### src/rtl/rps_pkg.sv
`default_nettype none
// +--------------------------------------------------------------------+
// | rps_pkg: shared round-result, match-state and winner codes         |
// | Revision: 1.0                                                      |
// +--------------------------------------------------------------------+
package rps_pkg;
  localparam logic [1:0] RES_TIE  = 2'b00;
  localparam logic [1:0] RES_P1   = 2'b01;
  localparam logic [1:0] RES_P2   = 2'b10;
  localparam logic [1:0] RES_INV  = 2'b11;

  localparam logic [1:0] MS_IDLE  = 2'b00;
  localparam logic [1:0] MS_PLAY  = 2'b01;
  localparam logic [1:0] MS_DONE  = 2'b10;

  localparam logic [1:0] WIN_DRAW = 2'b00;
  localparam logic [1:0] WIN_P1   = 2'b01;
  localparam logic [1:0] WIN_P2   = 2'b10;
endpackage
`default_nettype wire

### src/rtl/rps_sat_counter.sv
`default_nettype none
// +--------------------------------------------------------------------+
// | rps_sat_counter: W-bit counter with clear, increment and optional  |
// | saturation at all-ones.                        Revision: 1.0       |
// +--------------------------------------------------------------------+
module rps_sat_counter #(
  parameter int W        = 3,
  parameter bit SATURATE = 1'b0
) (
  input  logic         clk,
  input  logic         reset,
  input  logic         clear,
  input  logic         inc,
  output logic [W-1:0] count
);
  always_ff @(posedge clk) begin
    if (reset || clear) begin
      count <= '0;
    end else if (inc && !(SATURATE && (&count))) begin
      count <= count + W'(1);
    end
  end
endmodule
`default_nettype wire

### src/rtl/rps_match_scorer.sv
`default_nettype none
// +--------------------------------------------------------------------+
// | rps_match_scorer: accumulates round verdicts into a match result.  |
// | Optional RPS_SCORE_HISTORY_EN adds last-4-rounds history output.   |
// | Revision: 1.0                                                      |
// +--------------------------------------------------------------------+
module rps_match_scorer
  import rps_pkg::*;
#(
  parameter int WIN_TARGET = 2,
  parameter int MAX_ROUNDS = 5,
  parameter int SCORE_W    = 3
) (
  input  logic               clk,
  input  logic               reset,
  input  logic               new_match,
  input  logic               result_valid,
  input  logic [1:0]         result,
  output logic [SCORE_W-1:0] p1_score,
  output logic [SCORE_W-1:0] p2_score,
  output logic [SCORE_W-1:0] round_cnt,
  output logic [SCORE_W-1:0] invalid_cnt,
  output logic [1:0]         match_state,
  output logic               match_done,
  output logic [1:0]         match_winner
`ifdef RPS_SCORE_HISTORY_EN
  ,
  output logic [7:0]         history
`endif
);
  localparam logic [SCORE_W-1:0] c_win_target = SCORE_W'(WIN_TARGET);
  localparam logic [SCORE_W-1:0] c_max_rounds = SCORE_W'(MAX_ROUNDS);

  logic [1:0]         r_state;
  logic [1:0]         w_state_next;
  logic [1:0]         r_winner;
  logic [1:0]         w_winner_next;
  logic               w_play_res;
  logic               w_p1_inc, w_p2_inc, w_rnd_inc, w_inv_inc;
  logic [SCORE_W-1:0] w_p1_post, w_p2_post, w_rnd_post;

  // new_match outranks any result arriving in the same cycle
  assign w_play_res = (r_state == MS_PLAY) && result_valid && !new_match;
  assign w_p1_inc   = w_play_res && (result == RES_P1);
  assign w_p2_inc   = w_play_res && (result == RES_P2);
  assign w_inv_inc  = w_play_res && (result == RES_INV);
  assign w_rnd_inc  = w_play_res && (result != RES_INV);

  assign w_p1_post  = p1_score  + SCORE_W'(w_p1_inc);
  assign w_p2_post  = p2_score  + SCORE_W'(w_p2_inc);
  assign w_rnd_post = round_cnt + SCORE_W'(w_rnd_inc);

  rps_sat_counter #(.W(SCORE_W), .SATURATE(1'b0)) u_p1_cnt (
    .clk(clk), .reset(reset), .clear(new_match), .inc(w_p1_inc), .count(p1_score));
  rps_sat_counter #(.W(SCORE_W), .SATURATE(1'b0)) u_p2_cnt (
    .clk(clk), .reset(reset), .clear(new_match), .inc(w_p2_inc), .count(p2_score));
  rps_sat_counter #(.W(SCORE_W), .SATURATE(1'b0)) u_rnd_cnt (
    .clk(clk), .reset(reset), .clear(new_match), .inc(w_rnd_inc), .count(round_cnt));
  rps_sat_counter #(.W(SCORE_W), .SATURATE(1'b1)) u_inv_cnt (
    .clk(clk), .reset(reset), .clear(new_match), .inc(w_inv_inc), .count(invalid_cnt));

  always_ff @(posedge clk) begin
    if (reset) begin
      r_state  <= MS_IDLE;
      r_winner <= WIN_DRAW;
    end else begin
      r_state  <= w_state_next;
      r_winner <= w_winner_next;
    end
  end

  // Match end is judged on post-update counts so done rises with the deciding score
  always_comb begin
    w_state_next = MS_IDLE;
    if (new_match) begin
      w_state_next = MS_PLAY;
    end else begin
      case (r_state)
        MS_IDLE: w_state_next = MS_IDLE;
        MS_PLAY: begin
          if ((w_p1_post == c_win_target) || (w_p2_post == c_win_target) ||
              (w_rnd_post == c_max_rounds))
            w_state_next = MS_DONE;
          else
            w_state_next = MS_PLAY;
        end
        MS_DONE: w_state_next = MS_DONE;
        default: w_state_next = MS_IDLE;
      endcase
    end
  end

  always_comb begin
    w_winner_next = WIN_DRAW;
    if (w_state_next == MS_DONE) begin
      if (r_state == MS_DONE)            w_winner_next = r_winner;
      else if (w_p1_post == c_win_target) w_winner_next = WIN_P1;
      else if (w_p2_post == c_win_target) w_winner_next = WIN_P2;
      else if (w_p1_post > w_p2_post)     w_winner_next = WIN_P1;
      else if (w_p2_post > w_p1_post)     w_winner_next = WIN_P2;
      else                                w_winner_next = WIN_DRAW;
    end
  end

  always_comb begin
    match_state  = r_state;
    match_done   = (r_state == MS_DONE);
    match_winner = r_winner;
  end

`ifdef RPS_SCORE_HISTORY_EN
  always_ff @(posedge clk) begin
    if (reset || new_match) begin
      history <= '0;
    end else if (w_rnd_inc) begin
      history <= {history[5:0], result};
    end
  end
`endif
endmodule
`default_nettype wire

### config.mk
export PLATFORM = sky130hd
export DESIGN_NAME = rps_match_scorer
export DESIGN_NICKNAME = d
export VERILOG_FILES = /design/src/rtl/rps_pkg.sv /design/src/rtl/rps_sat_counter.sv /design/src/rtl/rps_match_scorer.sv
export SDC_FILE = /design/constraint.sdc
export NUM_CORES = 1
export LEC_CHECK = 0
export ABC_AREA = 1
export CORE_MARGIN = 1
export CORE_UTILIZATION = 35
export CTS_CLUSTER_SIZE = 30
export DETAILED_ROUTE_END_ITERATION = 10
export SLEW_MARGIN = 20
export SYNTH_ARGS = -nofsm -noshare
export SYNTH_HDL_FRONTEND = slang
export SYNTH_SLANG_ARGS = --single-unit
### constraint.sdc
create_clock -name clk -period 2.1 [get_ports clk]
set_input_delay 0.21 -clock clk [delete_from_list [all_inputs] [get_ports clk]]
set_output_delay 0.21 -clock clk [all_outputs]
set_load 0.05 [all_outputs]
Word-level counts from Yosys, hierarchy flattened
Cells that the tools add are included.
{"block": "classes", "addsub": 7, "magnitude_cmp": 2, "eq_ne": 10, "muxes": 7, "n_bitwise": 1, "reduce_logical": 14}
{"cell": "3-bit by 1-bit adder with 3-bit output, second input constant", "n": 4}
{"cell": "2-bit two-way mux", "n": 6}
{"cell": "3-bit by 1-bit adder with 3-bit output", "n": 3}
{"cell": "2-bit equality test, second input constant", "n": 4}
{"cell": "1-bit logical AND", "n": 7}
{"cell": "3-bit by 2-bit equality test with 1-bit output, second input constant", "n": 2}
{"cell": "3-bit > comparator", "n": 2}
{"cell": "2-bit by 1-bit equality test with 1-bit output, second input constant", "n": 2}
{"cell": "2-bit case mux with 2 select lines", "n": 1}
{"cell": "3-bit equality test, second input constant", "n": 1}
{"cell": "1-bit logical OR", "n": 3}
{"cell": "3-bit AND reduction", "n": 1}
{"cell": "1-bit zero test", "n": 2}
{"cell": "2-bit != test, second input constant", "n": 1}
{"cell": "2-bit OR reduction", "n": 1}
{"cell": "1-bit inverter", "n": 1}
{"block": "totals", "ff_bits": 16, "output_inout_bits": 17}

Logic depth before layout (Yosys ltp)
{"block": "depth", "depth_word": 14, "ltp_mapped": 18, "depth_no_buf": 18}

Hierarchy
Synthesis repeated with hierarchy kept, for this count alone.
{"block": "hier_totals", "cells_unflattened": 149, "hier_area_um2": 1061.0}
{"module": "rps_match_scorer", "n_inst": 1, "cells_each": 72, "area_each_um2": 511.7, "seq_area_each_um2": 80.1}
{"module": "rps_sat_counter (u_p1_cnt ...)", "n_inst": 3, "cells_each": 18, "area_each_um2": 130.1, "seq_area_each_um2": 60.1}
{"module": "rps_sat_counter (u_inv_cnt)", "n_inst": 1, "cells_each": 23, "area_each_um2": 158.9, "seq_area_each_um2": 60.1}

Worst setup path after synthesis
No wires, ideal clock.
{"block": "synth_path", "kind": "register to register", "start": "reg r_state[1], in the netlist match_state[1]", "end": "reg r_winner[1], in the netlist match_winner[1]", "setup_time_ps": 110, "arrival_ps": 2536, "required_ps": 1990, "setup_slack_ps": -545, "stages_incl_launch_ff": 19, "period_less_slack_ps": 2645, "cell_sequence": "dfxtp_1 inv_1 ha_1 nand2_1 nor2_2 nand3_2 inv_2 ha_1 ha_1 inv_1 nand2_1 and2_4 ha_1 a21oi_1 o211ai_1 nand3_1 nand2_1 inv_1 nor2_2"}
{"block": "synth_between", "elab_chain_cells": 14, "elab_cells_between_ends": 27, "classes_between": "add/sub (3); order compare (2); eq/ne (6); mux (7); bitwise (1); reduce/logical (8)"}
{"item": "start, declared", "line": "rps_match_scorer.sv:34", "source": "logic [1:0] r_state;"}
{"item": "start signal, assigned", "line": "rps_match_scorer.sv:67", "source": "r_state <= w_state_next;"}
{"item": "2-bit by 1-bit equality test with 1-bit output *", "line": "rps_match_scorer.sv:43", "source": "assign w_play_res = (r_state == MS_PLAY) && result_valid && !new_match;"}
{"item": "1-bit logical AND * (2 in series)", "line": "rps_match_scorer.sv:43"}
{"item": "1-bit logical AND *", "line": "rps_match_scorer.sv:44", "source": "assign w_p1_inc = w_play_res && (result == RES_P1);"}
{"item": "via u_p1_cnt.inc", "line": "rps_sat_counter.sv:13", "source": "input logic inc,"}
{"item": "3-bit by 1-bit adder with 3-bit output *", "line": "rps_match_scorer.sv:49", "source": "assign w_p1_post = p1_score + SCORE_W'(w_p1_inc);"}
{"item": "3-bit by 2-bit equality test with 1-bit output", "line": "rps_match_scorer.sv:81, rps_match_scorer.sv:97"}
{"item": "1-bit logical OR (2 in series)", "line": "rps_match_scorer.sv:81", "source": "if ((w_p1_post == c_win_target) || (w_p2_post == c_win_target) ||"}
{"item": "2-bit two-way mux", "line": "rps_match_scorer.sv:81"}
{"item": "2-bit case mux with 2 select lines", "line": "rps_match_scorer.sv:78", "source": "case (r_state)"}
{"item": "2-bit two-way mux", "line": "rps_match_scorer.sv:75", "source": "if (new_match) begin"}
{"item": "2-bit equality test", "line": "rps_match_scorer.sv:95", "source": "if (w_state_next == MS_DONE) begin"}
{"item": "1-bit inverter (no source line)"}
{"item": "2-bit OR reduction (no source line)"}
{"item": "end signal, assigned", "line": "rps_match_scorer.sv:68", "source": "r_winner <= w_winner_next;"}
{"item": "end, declared", "line": "rps_match_scorer.sv:36", "source": "logic [1:0] r_winner;"}
The timed path passes the listed nets; every way through them passes the cells marked *.
A chain may end at the register's enable or synchronous reset.

Worst setup path after layout
Ends and elaborated chain as after synthesis.

==> metrics <==
Synth Warn # 0; Power per Cell Area 382.1 mW/mm^2; Post-DP HPWL 1.774 mm; Die H 55.78 um; Chip Width 55.78 um; Hold Crit Class in2reg; Critical Path RT 2.34 ns; Max IR drop VDD 363.0 uV; TritonCTS clock tree done; peak per-stage delay on the critical path 0.36 ns; Total Power 0.5937 mW; Slew Limit Fails 0; hold-critical path endpoint match_state[0]; initial core utilization roughly 37%; Tcrit/Tclk final 104.1%; Worst Path Arrival 2.43 ns; status complete, but fails checks; layout cell share with drive strength beyond 1 32.96%; reg2reg end match_winner[1]; most frequent CP cell ha_4; Core Util, Final 56.35%; Core Region 0.002758 sq mm; Syn Inst Count ~140; PortBufs 22; synthesized cell area 0.001012 sq mm; fmax ~0.46 GHz; hold path depth 2; DP Worst Slack -0.3041 ns; buffers plus inverters on the worst setup path 4; Cell Chain, Critical Path inv_2, ha_4, nand2_4, nor2_4, nand3_2, inv_2, ha_4, ha_4, inv_2, nand2_2, and2_4, ha_4, nand2_2, o211ai_1, nand3_1, nand2_1, inv_1, nor2_2; first-pass GRT wire length 3.808 mm; hold_sp reset; Total Nets Final ~200; Synth Register Bits 16; TNS Setup -0.1673 ns; vias in the first global route between 900 and 1,000; Final setup viols 2; critical path's top delay family adder cells; R2R setup slack -0.09 ns; failing checks negative setup slack; largest net degree at the start of global routing 12; total grt overflow 0; Worst Tran Pin Value 0.4997 ns; post-route ant nets 0; final worst path period need 2.186 ns; I/O pin count 23; Tot GR Track Use approximately 15%; Area Growth Syn to Fin 53.52%; RSZ-0062 raised after global routing yes; Clock Path Buffers 2; Lkg Pwr 0.6780 nW; # DRC 0; Fill cells between 200 and 300; CTS HTree Levels 1; Num CTS Buffers 3; DR vias/cell 4.681; DRT Pass-1 Iters 4; Post-Route WL around 2.2 mm; Initial DRC Count 17; Sink Count 16; Mean Syn Cell Area 7.388 sq um; Finished Cell Area 0.001554 sq mm; Row Count 19; Placer Congestion 0.6997; Slew HR 66.58%; critical path class reg2reg; initial antenna violation count 0; DP Area 0.001449 sq mm; Clock Skew 0.002099 ns; DR WL/cell approximately 11 um; max cap viols 0; reg2reg start match_state[1]; Clk Latency, worst-skew pair 0.29 ns; CP Capture Type register; final antenna diode count 0; Fin. Hold Viols 0; CP Max Fanout 3; die area 0.003111 sq mm; post-synthesis sequential area ratio 31.64%; Setup WS post-layout -0.08649 ns; root buffer cell clkbuf_4; post-synth cell types 19; CP max stage cell dfxtp_4; Critical Path Start Type register; R2R cell count 18; clock-pin slew on the worst setup and hold paths about 0.1 ns; routed via count 983; Synth Net Count 159
-- cell usage in the layout, fill, tap and decap left out, types with 2 or more instances in the layout --
cell             Yosys  layout
a21oi_1              7       7
buf_4                0      17
clkbuf_4             0       3
clkdlybuf4s50_1      0      21
dfxtp_1             16      14
dfxtp_4              0       2
ha_1                16      10
ha_4                 0       6
inv_1               18      16
inv_2                5       7
nand2_1             23      17
nand2_2              2       7
nand3_1              6       5
nand3_2              4       5
nor2_1              19      17
nor2_2               5       5
nor2_4               0       2
o21ai_0              9       8
-- cells by family after synthesis --
family                   synth area share [%]
buffers and inverters                   9.023
AO/OA/AOI/OAI                           10.26
adder cells (fa/ha/maj)                 19.78
flip-flops                              31.64
AND/OR/NAND/NOR                         28.43
XOR/XNOR                               0.8654
-- synthesized netlist by cell type --
library cell,instances,area (sq um)
xor2_1,1,8.760
nand3b_1,1,7.510
nand3_1,6,30.03
nand3_2,4,40.04
ha_1,16,200.2
a21boi_0,1,7.510
a21oi_1,7,35.03
nor2_2,5,31.28
nor2_1,19,71.32
nand2_2,2,12.51
buf_2,1,5.000
nand2_1,23,86.33
and2_4,1,8.760
o21ai_0,9,45.04
inv_2,5,18.77
o211ai_1,1,7.510
dfxtp_1,16,320.3
a21oi_2,1,8.760
inv_1,18,67.56
-- worst register-to-register path: cells and delay by family (launching register included) --
family / cells / cell delay (ns)
AND/OR/NAND/NOR: 9 / 0.67
AO/OA/AOI/OAI: 1 / 0.21
flip-flops: 1 / 0.36
buffers and inverters: 4 / 0.17
adder cells (fa/ha/maj): 4 / 0.73
-- layer usage --
metal  global-route usage, %  vias to the layer above  part of all wire [%]
li1                        -                      522                     -
met3                   5.116                        2                   3.3
met1                   17.32                      447                    44
met4                   3.214                        0                  0.76
met2                   28.23                       12                    52
met5                       0                        -                     0
-- report_power, final --
group / internal (mW) / leakage [nW] / switching (mW)
Sequential: 0.304 / 0.131 / 0.00289
Combinational: 0.0364 / 0.526 / 0.0390
Clock: 0.106 / 0.0210 / 0.106
-- worst max path at each step --
| stage | from | end | slack [ns] | cells past startpoint |
|---|---|---|---|---|
| floorplan | match_state[1] | match_winner[1] | -0.17 | 18 |
| global placement | result_valid | match_winner[1] | -0.24 | 16 |
| detailed placement | result[1] | match_winner[1] | -0.30 | 17 |
| CTS | match_state[1] | match_winner[1] | -0.12 | 18 |
| global route | match_state[1] | match_winner[1] | -0.27 | 18 |
| finish | match_state[1] | match_winner[1] | -0.09 | 18 |
-- stage by stage --
step / std cells / hold slack, ns
after floorplan: 137 / 0.2727
after global routing: 210 / 0.4742
after global placement: 204 / 0.4890
after detailed placement: 204 / 0.4924
after CTS: 208 / 0.4674
final: 210 / 0.4665
-- repair_timing --
| action | CTS | global route |
|---|---|---|
| gates resized for setup | 2 | 9 |
| setup endpoints to repair | 2 | 3 |
| hold buffers | 0 | 0 |
| pin swaps | 5 | 7 |
| buffers inserted | 0 | 2 |
-- sequential cells by signal, summed over array words and instances (netlist names) --
| signal | cells |
|---|---|
| match_state | 2 |
| match_winner | 2 |
| u_inv_cnt.count | 3 |
| u_p1_cnt.count | 3 |
| u_p2_cnt.count | 3 |
| u_rnd_cnt.count | 3 |
-- final cells by class --
cell class,count,area (sq um),area share (%)
Inverter,23,86.33,5.556
Sequential cell,16,327.8,21.09
Tap cell,31,38.79,2.496
Clock buffer,4,36.28,2.335
Multi-Input combinational cell,97,715.7,46.05
Timing Repair Buffer,39,349.1,22.46
Note: power is estimated with default switching activity, not from simulation.
